$ cat config.mk
export PLATFORM = sky130hd
export DESIGN_NAME = gcm_stream_ctrl
export DESIGN_NICKNAME = d
export VERILOG_FILES = /design/src/rtl/gcm_stream_ctrl.sv
export SDC_FILE = /design/constraint.sdc
export NUM_CORES = 2
export LEC_CHECK = 0
export CORE_AREA = 2 2 746 748
export CTS_BUF_LIST = sky130_fd_sc_hd__clkbuf_4 sky130_fd_sc_hd__clkbuf_8
export CTS_CLUSTER_SIZE = 16
export DETAILED_ROUTE_END_ITERATION = 10
export DIE_AREA = 0 0 748 750
export PLACE_DENSITY = 0.3
export SYNTH_ARGS = -nofsm -noshare
export SYNTH_HDL_FRONTEND = slang
export SYNTH_SLANG_ARGS = --single-unit
$ cat constraint.sdc
create_clock -name clk -period 6.4 [get_ports clk]
set_input_delay 1.28 -clock clk [delete_from_list [all_inputs] [get_ports clk]]
set_output_delay 1.28 -clock clk [all_outputs]
set_load 0.02 [all_outputs]
$ cat src/rtl/gcm_stream_ctrl.sv
// Frame sequencer between a 128-bit block stream and an AES-256-GCM core.
// Define GCM_CTRL_TAG_CHECK_EN to compare the core tag against cmd_exp_tag on decrypt.
module gcm_stream_ctrl #(
  parameter  int unsigned MAX_BLOCKS     = 16,
  parameter  int unsigned TIMEOUT_CYCLES = 4096,
  localparam int unsigned CNT_W          = $clog2(MAX_BLOCKS + 1)
) (
  input  logic               clk,
  input  logic               rst,
  input  logic               cmd_valid,
  output logic               cmd_ready,
  input  logic               cmd_mode,
  input  logic [255:0]       cmd_key,
  input  logic [95:0]        cmd_iv,
  input  logic [CNT_W-1:0]   cmd_aad_blocks,
  input  logic [CNT_W-1:0]   cmd_data_blocks,
  input  logic [127:0]       cmd_exp_tag,
  input  logic               in_valid,
  output logic               in_ready,
  input  logic [127:0]       in_block,
  output logic               out_valid,
  input  logic               out_ready,
  output logic [127:0]       out_block,
  output logic               out_last,
  output logic               core_start,
  output logic               core_mode,
  output logic [255:0]       core_key,
  output logic [95:0]        core_iv,
  output logic               core_aad_valid,
  output logic [127:0]       core_aad_block,
  output logic               core_aad_last,
  output logic               core_data_valid,
  output logic [127:0]       core_data_in,
  output logic               core_data_last,
  output logic [63:0]        core_aad_len,
  output logic [63:0]        core_data_len,
  input  logic [127:0]       core_data_out,
  input  logic               core_data_out_valid,
  input  logic [127:0]       core_auth_tag,
  input  logic               core_tag_valid,
  input  logic               core_busy,
  output logic               done,
  output logic [127:0]       tag_out,
  output logic               tag_ok,
  output logic               err_param,
  output logic               err_timeout
);

  localparam int unsigned TMO_W = $clog2(TIMEOUT_CYCLES + 1);

  typedef enum logic [3:0] {
    IDLE, START, WAIT_KEY, AAD, DATA, DATA_WAIT, OUT_HOLD, TAG_WAIT, DONE
  } state_t;

  state_t             r_state, w_next;
  logic               r_mode;
  logic [255:0]       r_key;
  logic [95:0]        r_iv;
  logic [CNT_W-1:0]   r_aad_blocks, r_data_blocks, r_aad_cnt, r_data_cnt;
  logic [TMO_W-1:0]   r_tmo;
  logic               r_aad_valid, r_aad_last, r_data_valid, r_data_last;
  logic [127:0]       r_aad_block, r_data_in, r_out_block, r_tag_out;
  logic               r_out_last, r_tag_got, r_err_param, r_err_timeout;
  logic               w_cmd_bad, w_in_hs, w_aad_final, w_data_final;
  logic               w_tmo, w_tmo_fire, w_tag_now;

  assign w_cmd_bad    = (cmd_data_blocks == '0) ||
                        (cmd_data_blocks > CNT_W'(MAX_BLOCKS)) ||
                        (cmd_aad_blocks  > CNT_W'(MAX_BLOCKS));
  assign w_in_hs      = in_valid && in_ready;
  assign w_aad_final  = (r_aad_cnt  == r_aad_blocks  - CNT_W'(1));
  assign w_data_final = (r_data_cnt == r_data_blocks - CNT_W'(1));
  assign w_tmo        = (r_tmo == TMO_W'(TIMEOUT_CYCLES - 1));
  // A tag may land while the last output block is still held downstream.
  assign w_tag_now    = core_tag_valid &&
                        (r_state == DATA || r_state == DATA_WAIT ||
                         r_state == OUT_HOLD || r_state == TAG_WAIT);

  always_ff @(posedge clk) begin
    if (rst) r_state <= IDLE;
    else     r_state <= w_next;
  end

  always_comb begin
    w_next     = r_state;
    w_tmo_fire = 1'b0;
    case (r_state)
      IDLE:      if (cmd_valid && !w_cmd_bad) w_next = START;
      START:     w_next = WAIT_KEY;
      WAIT_KEY: begin
        if (!core_busy && r_tmo != '0) w_next = (r_aad_blocks != '0) ? AAD : DATA;
        else if (w_tmo) begin w_next = IDLE; w_tmo_fire = 1'b1; end
      end
      AAD:       if (w_in_hs && w_aad_final) w_next = DATA;
      DATA:      if (w_in_hs) w_next = DATA_WAIT;
      DATA_WAIT: begin
        if (core_data_out_valid) w_next = OUT_HOLD;
        else if (w_tmo) begin w_next = IDLE; w_tmo_fire = 1'b1; end
      end
      OUT_HOLD:  if (out_ready) w_next = (r_data_cnt == r_data_blocks) ? TAG_WAIT : DATA;
      TAG_WAIT: begin
        if (r_tag_got || core_tag_valid) w_next = DONE;
        else if (w_tmo) begin w_next = IDLE; w_tmo_fire = 1'b1; end
      end
      DONE:      w_next = IDLE;
      default:   w_next = IDLE;
    endcase
  end

  always_comb begin
    cmd_ready  = (r_state == IDLE);
    core_start = (r_state == START);
    in_ready   = (r_state == AAD) || (r_state == DATA);
    out_valid  = (r_state == OUT_HOLD);
    out_last   = (r_state == OUT_HOLD) && r_out_last;
    done       = (r_state == DONE) || r_err_param || r_err_timeout;
  end

  always_ff @(posedge clk) begin
    if (rst) begin
      r_mode <= 1'b0; r_key <= '0; r_iv <= '0;
      r_aad_blocks <= '0; r_data_blocks <= '0; r_aad_cnt <= '0; r_data_cnt <= '0;
      r_tmo <= '0;
      r_aad_valid <= 1'b0; r_aad_block <= '0; r_aad_last <= 1'b0;
      r_data_valid <= 1'b0; r_data_in <= '0; r_data_last <= 1'b0;
      r_out_block <= '0; r_out_last <= 1'b0; r_tag_out <= '0; r_tag_got <= 1'b0;
      r_err_param <= 1'b0; r_err_timeout <= 1'b0;
    end else begin
      r_aad_valid   <= 1'b0;
      r_data_valid  <= 1'b0;
      r_data_last   <= 1'b0;
      r_err_param   <= 1'b0;
      r_err_timeout <= w_tmo_fire;

      if (w_next != r_state || w_in_hs || (out_valid && out_ready)) r_tmo <= '0;
      else if (r_tmo != '1)                                          r_tmo <= r_tmo + TMO_W'(1);

      if (r_state == IDLE && cmd_valid) begin
        r_mode <= cmd_mode; r_key <= cmd_key; r_iv <= cmd_iv;
        r_aad_blocks <= cmd_aad_blocks; r_data_blocks <= cmd_data_blocks;
        r_err_param <= w_cmd_bad;
      end
      if (r_state == START) begin
        r_aad_cnt <= '0; r_data_cnt <= '0; r_tag_got <= 1'b0; r_aad_last <= 1'b0;
      end
      if (r_state == WAIT_KEY && w_next == DATA) r_aad_last <= 1'b1;
      if (r_state == AAD && w_in_hs) begin
        r_aad_valid <= 1'b1;
        r_aad_block <= in_block;
        r_aad_cnt   <= r_aad_cnt + CNT_W'(1);
        if (w_aad_final) r_aad_last <= 1'b1;
      end
      if (r_state == DATA && w_in_hs) begin
        r_data_valid <= 1'b1;
        r_data_in    <= in_block;
        r_data_cnt   <= r_data_cnt + CNT_W'(1);
        r_data_last  <= w_data_final;
      end
      if (r_state == DATA_WAIT && core_data_out_valid) begin
        r_out_block <= core_data_out;
        r_out_last  <= (r_data_cnt == r_data_blocks);
      end
      if (w_tag_now) begin
        r_tag_out <= core_auth_tag;
        r_tag_got <= 1'b1;
      end
      if (r_state != IDLE && w_next == IDLE) r_aad_last <= 1'b0;
    end
  end

  assign core_mode       = r_mode;
  assign core_key        = r_key;
  assign core_iv         = r_iv;
  assign core_aad_valid  = r_aad_valid;
  assign core_aad_block  = r_aad_block;
  assign core_aad_last   = r_aad_last;
  assign core_data_valid = r_data_valid;
  assign core_data_in    = r_data_in;
  assign core_data_last  = r_data_last;
  assign core_aad_len    = {{(64 - CNT_W - 7){1'b0}}, r_aad_blocks, 7'b0};
  assign core_data_len   = {{(64 - CNT_W - 7){1'b0}}, r_data_blocks, 7'b0};
  assign out_block       = r_out_block;
  assign tag_out         = r_tag_out;
  assign err_param       = r_err_param;
  assign err_timeout     = r_err_timeout;

`ifdef GCM_CTRL_TAG_CHECK_EN
  logic [127:0] r_exp_tag;
  logic         r_tag_ok;
  always_ff @(posedge clk) begin
    if (rst) begin
      r_exp_tag <= '0;
      r_tag_ok  <= 1'b0;
    end else begin
      if (r_state == IDLE && cmd_valid) r_exp_tag <= cmd_exp_tag;
      if (r_state == START)  r_tag_ok <= 1'b0;
      else if (w_tag_now)    r_tag_ok <= r_mode ? (core_auth_tag == r_exp_tag) : 1'b1;
    end
  end
  assign tag_ok = r_tag_ok;
`else
  logic w_unused_exp_tag;
  assign w_unused_exp_tag = ^cmd_exp_tag;
  assign tag_ok = 1'b0;
`endif

endmodule

==> run_results.csv <==
group,metric,value,unit
clock_network,postCtsSetupRepairBufs,0,
synthesis,ys.warnings.count,0,
placed_design,dp.cells,12900,
pwr,power_density,247.6,mW/mm^2
finish,nNetsFinal,6684,
die,core,0.5540,sq mm
route,vias,36460,
pwr,ir_drop,0.0001393,V
sta,final_max_slew_viol_count,0,
pwr,p_leak,19.61,nW
setup_path,cpLargestDelayFamily,"buffers and inverters",
placed_design,dp_hpwl,328.9,mm
grt,grtUsageTotal,13.17,%
clock_network,cts_hold_buf,0,
sta,fmax,0.2102,GHz
clock_network,worstSkewPairLatency,1.07,ns
clock_network,cts_resized,0,
setup_path,crit_fanout,22,
synthesis,synth_seq_cells,910,
grt,overflow,0,
sta,setup_viol,0,
grt,grt_max_degree,146,
route,routed_wl,386.7,mm
die,ios,1889,
placed_design,gp_congestion,0.8605,
sta,min_period,4.757,ns
route,antenna_left,0,
die,num_rows,274,
run,max_cap_violations,0,
sta,rsz0062_at_grt,"false",
clock_network,cts_tree,"done",
sta,fin_tns_setup,0,ns
sta,worstMarginPinSlew,1.094,ns
clock_network,h-tree-depth,4,
setup_path,arrival,3.48,ns
clock_network,cts_buffers,211,
finish,drive_above_1_share,7.335,%
sta,setup_ws,1.643,ns
grt,first_global_vias,35370,
finish,fin_cells,13310,
route,drtIter0Drc,2111,
setup_path,crit_path_top_delay_cell,"dfxtp_1",
setup_path,path_cells,"nor2b_1 -> nand2_1 -> inv_1 -> clkdlybuf4s50_1",
placed_design,portBuffers,1641,
route,route.detailed.drc,0,
synthesis,avgSynthCellArea,7.835,sq um
die,fp.dieH,750,um
sta,fin_crit_sh,74.33,%
sta,finClkSkew,0.05946,ns
synthesis,ys_seq_area_share,55.40,%
clock_network,cts.clk_slew.worst_paths,0.06,ns
synthesis,synth.distinct_cells,51,
setup_path,start_kind,"register",
synthesis,synth_area,0.03289,sq mm
clock_network,cts_root_buf,"clkbuf_8",
setup_path,cpPeakStageDelay,0.78,ns
setup_path,crit_path_end_kind,"primary output",
route,drtPass1Iterations,5,
placed_design,placed_area,0.05738,sq mm
setup_path,critPathBufInv,2,
sta,slew_headroom,26.86,%
finish,multiInputGateArea,0.01299,sq mm
sta,hold_violations,0,
outcome,status,"completed",
sta,hold_ws,0.4524,ns
grt,grt_pass1_wl,465.1,mm
route,viasPerCell,2.740,
clock_network,numClockSinks,910,
die,die_x,748,um
placed_design,pre_cts_slack,2.120,ns
finish,fillCellCount,64260,
grt,grt_antenna_before_repair,277,
setup_path,cp.required,5.12,ns
pwr,design_power_total,15.34,mW
die,start_util,5.936,%
setup_path,worstSetupPathType,"reg2out",
finish,seq_area,0.01822,sq mm
synthesis,syn_inst,4197,
route,wire_per_inst,29.05,um
hold_path,hold_path.class,"reg2reg",
die,die_area,0.5610,sq mm
setup_path,r2r_slack,3.03,ns
finish,utilization,11.18,%
clock_network,cts_max_path_buffers,4,
finish,area_delta_synth_final,88.41,%
finish,final_cell_area,0.06196,sq mm
==> worst min-delay path, stage by stage, from the launching register on <==
cell     delay (ns)
dfxtp_1        0.30
nand2_1        0.05
a21oi_1        0.05
==> final cells by class <==
type	count	share of cell area, %
Multi-Input combinational cell	2970	20.97
Sequential cell	910	29.40
Inverter	11	0.06664
Clock inverter	30	0.6785
Clock buffer	332	6.507
Timing Repair Buffer	1691	27.41
Antenna cell	50	0.2019
Tap cell	7314	14.77
==> layout by cell type, fill, tap and decap left out, types with 8 or more instances in the layout <==
master	Yosys	layout
a211oi_1	8	8
a21oi_1	894	894
buf_12	0	14
buf_4	130	36
bufinv_16	0	8
clkbuf_4	0	86
clkbuf_8	0	246
clkdlybuf4s50_1	0	1640
clkinv_2	0	13
conb_1	1	119
dfxtp_1	910	910
diode_2	0	50
inv_1	11	11
nand2_1	1767	1765
nand3_1	20	18
nor2_1	31	30
nor3_1	9	9
nor4b_2	8	8
o21ai_0	9	9
xnor2_1	14	14
xor2_1	10	10
==> routing by layer <==
| layer | up-vias | global-route usage [%] | routed length [um] |
|---|---|---|---|
| met5 | - | 0 | 766 |
| met4 | 114 | 4.502 | 16390 |
| met3 | 769 | 10.15 | 65070 |
| met2 | 1937 | 20.88 | 170000 |
| met1 | 17000 | 13.16 | 134400 |
| li1 | 16650 | - | - |
==> worst paths after layout <==
check                from           endpoint  cells past startpoint
min          tag_out[122]       tag_out[122]                      2
max reg2reg    r_state[3]  core_data_in[103]                      6
min reg2reg  tag_out[122]       tag_out[122]                      2
max            r_state[0]         core_start                      4
==> registers in the layout, summed over array words and instances (netlist names) <==
name / count
core_aad_block: 128
core_aad_last: 1
core_aad_valid: 1
core_data_in: 128
core_data_last: 1
core_data_valid: 1
core_iv: 96
core_key: 256
core_mode: 1
err_param: 1
err_timeout: 1
out_block: 128
r_aad_blocks: 5
r_aad_cnt: 5
r_data_blocks: 5
r_data_cnt: 5
r_out_last: 1
r_state: 4
r_tag_got: 1
r_tmo: 13
tag_out: 128
==> cell usage after synthesis (all sizes together) <==
cell     instances  area [sq um]
dfxtp          910         18220
nor2            31         116.4
nand2b           2         12.51
o41a             1         11.26
nand3           20         100.1
a21oi          894          4474
buf            181          1237
nor2b            4         25.02
nand2         1767          6633
clkbuf         243         912.1
nor3             9         45.04
a311oi           4         35.03
and4             2         18.77
o41ai            2         17.52
a41oi            1         8.760
and4b            2         20.02
a31oi            4         25.02
xnor2           14         122.6
and2             4         25.02
o21ai           10         50.04
or3              2         17.52
nor4b           11         146.4
nand4bb          1         11.26
a311o            1         10.01
nand4            6         37.54
o211ai           1         7.510
inv             11         41.29
xor2            10         87.58
nand3b           3         22.52
mux2i            2         20.02
nor4             7         65.06
nor3b            7         52.55
and2b            2         15.01
a211oi           9         80.08
a211o            1         8.760
and3b            1         8.760
ha               6         75.07
o2111ai          1         8.760
conb             1         3.750
and3             8         50.05
nand4b           1         8.760
==> where the power goes <==
group          internal, mW  switching (mW)  total [mW]
Combinational         0.734            1.07        1.80
Sequential             5.81          0.0914        5.90
Clock                  4.29            3.35        7.64
Total                  10.8            4.51        15.3
==> kinds of logic (layout without fill, tap and decap cells) <==
logic type,count (synthesis),after routing,synth area share (%)
compound gates,929,929,14.40
xor+xnor,24,24,0.6392
fa+ha+maj,6,6,0.2283
buf+inv,435,2064,6.662
flops,910,910,55.40
mux,2,2,0.06088
other cells,1,169,0.01140
simple gates,1890,1890,22.60
No activity file was read; power rests on OpenSTA's default activity.
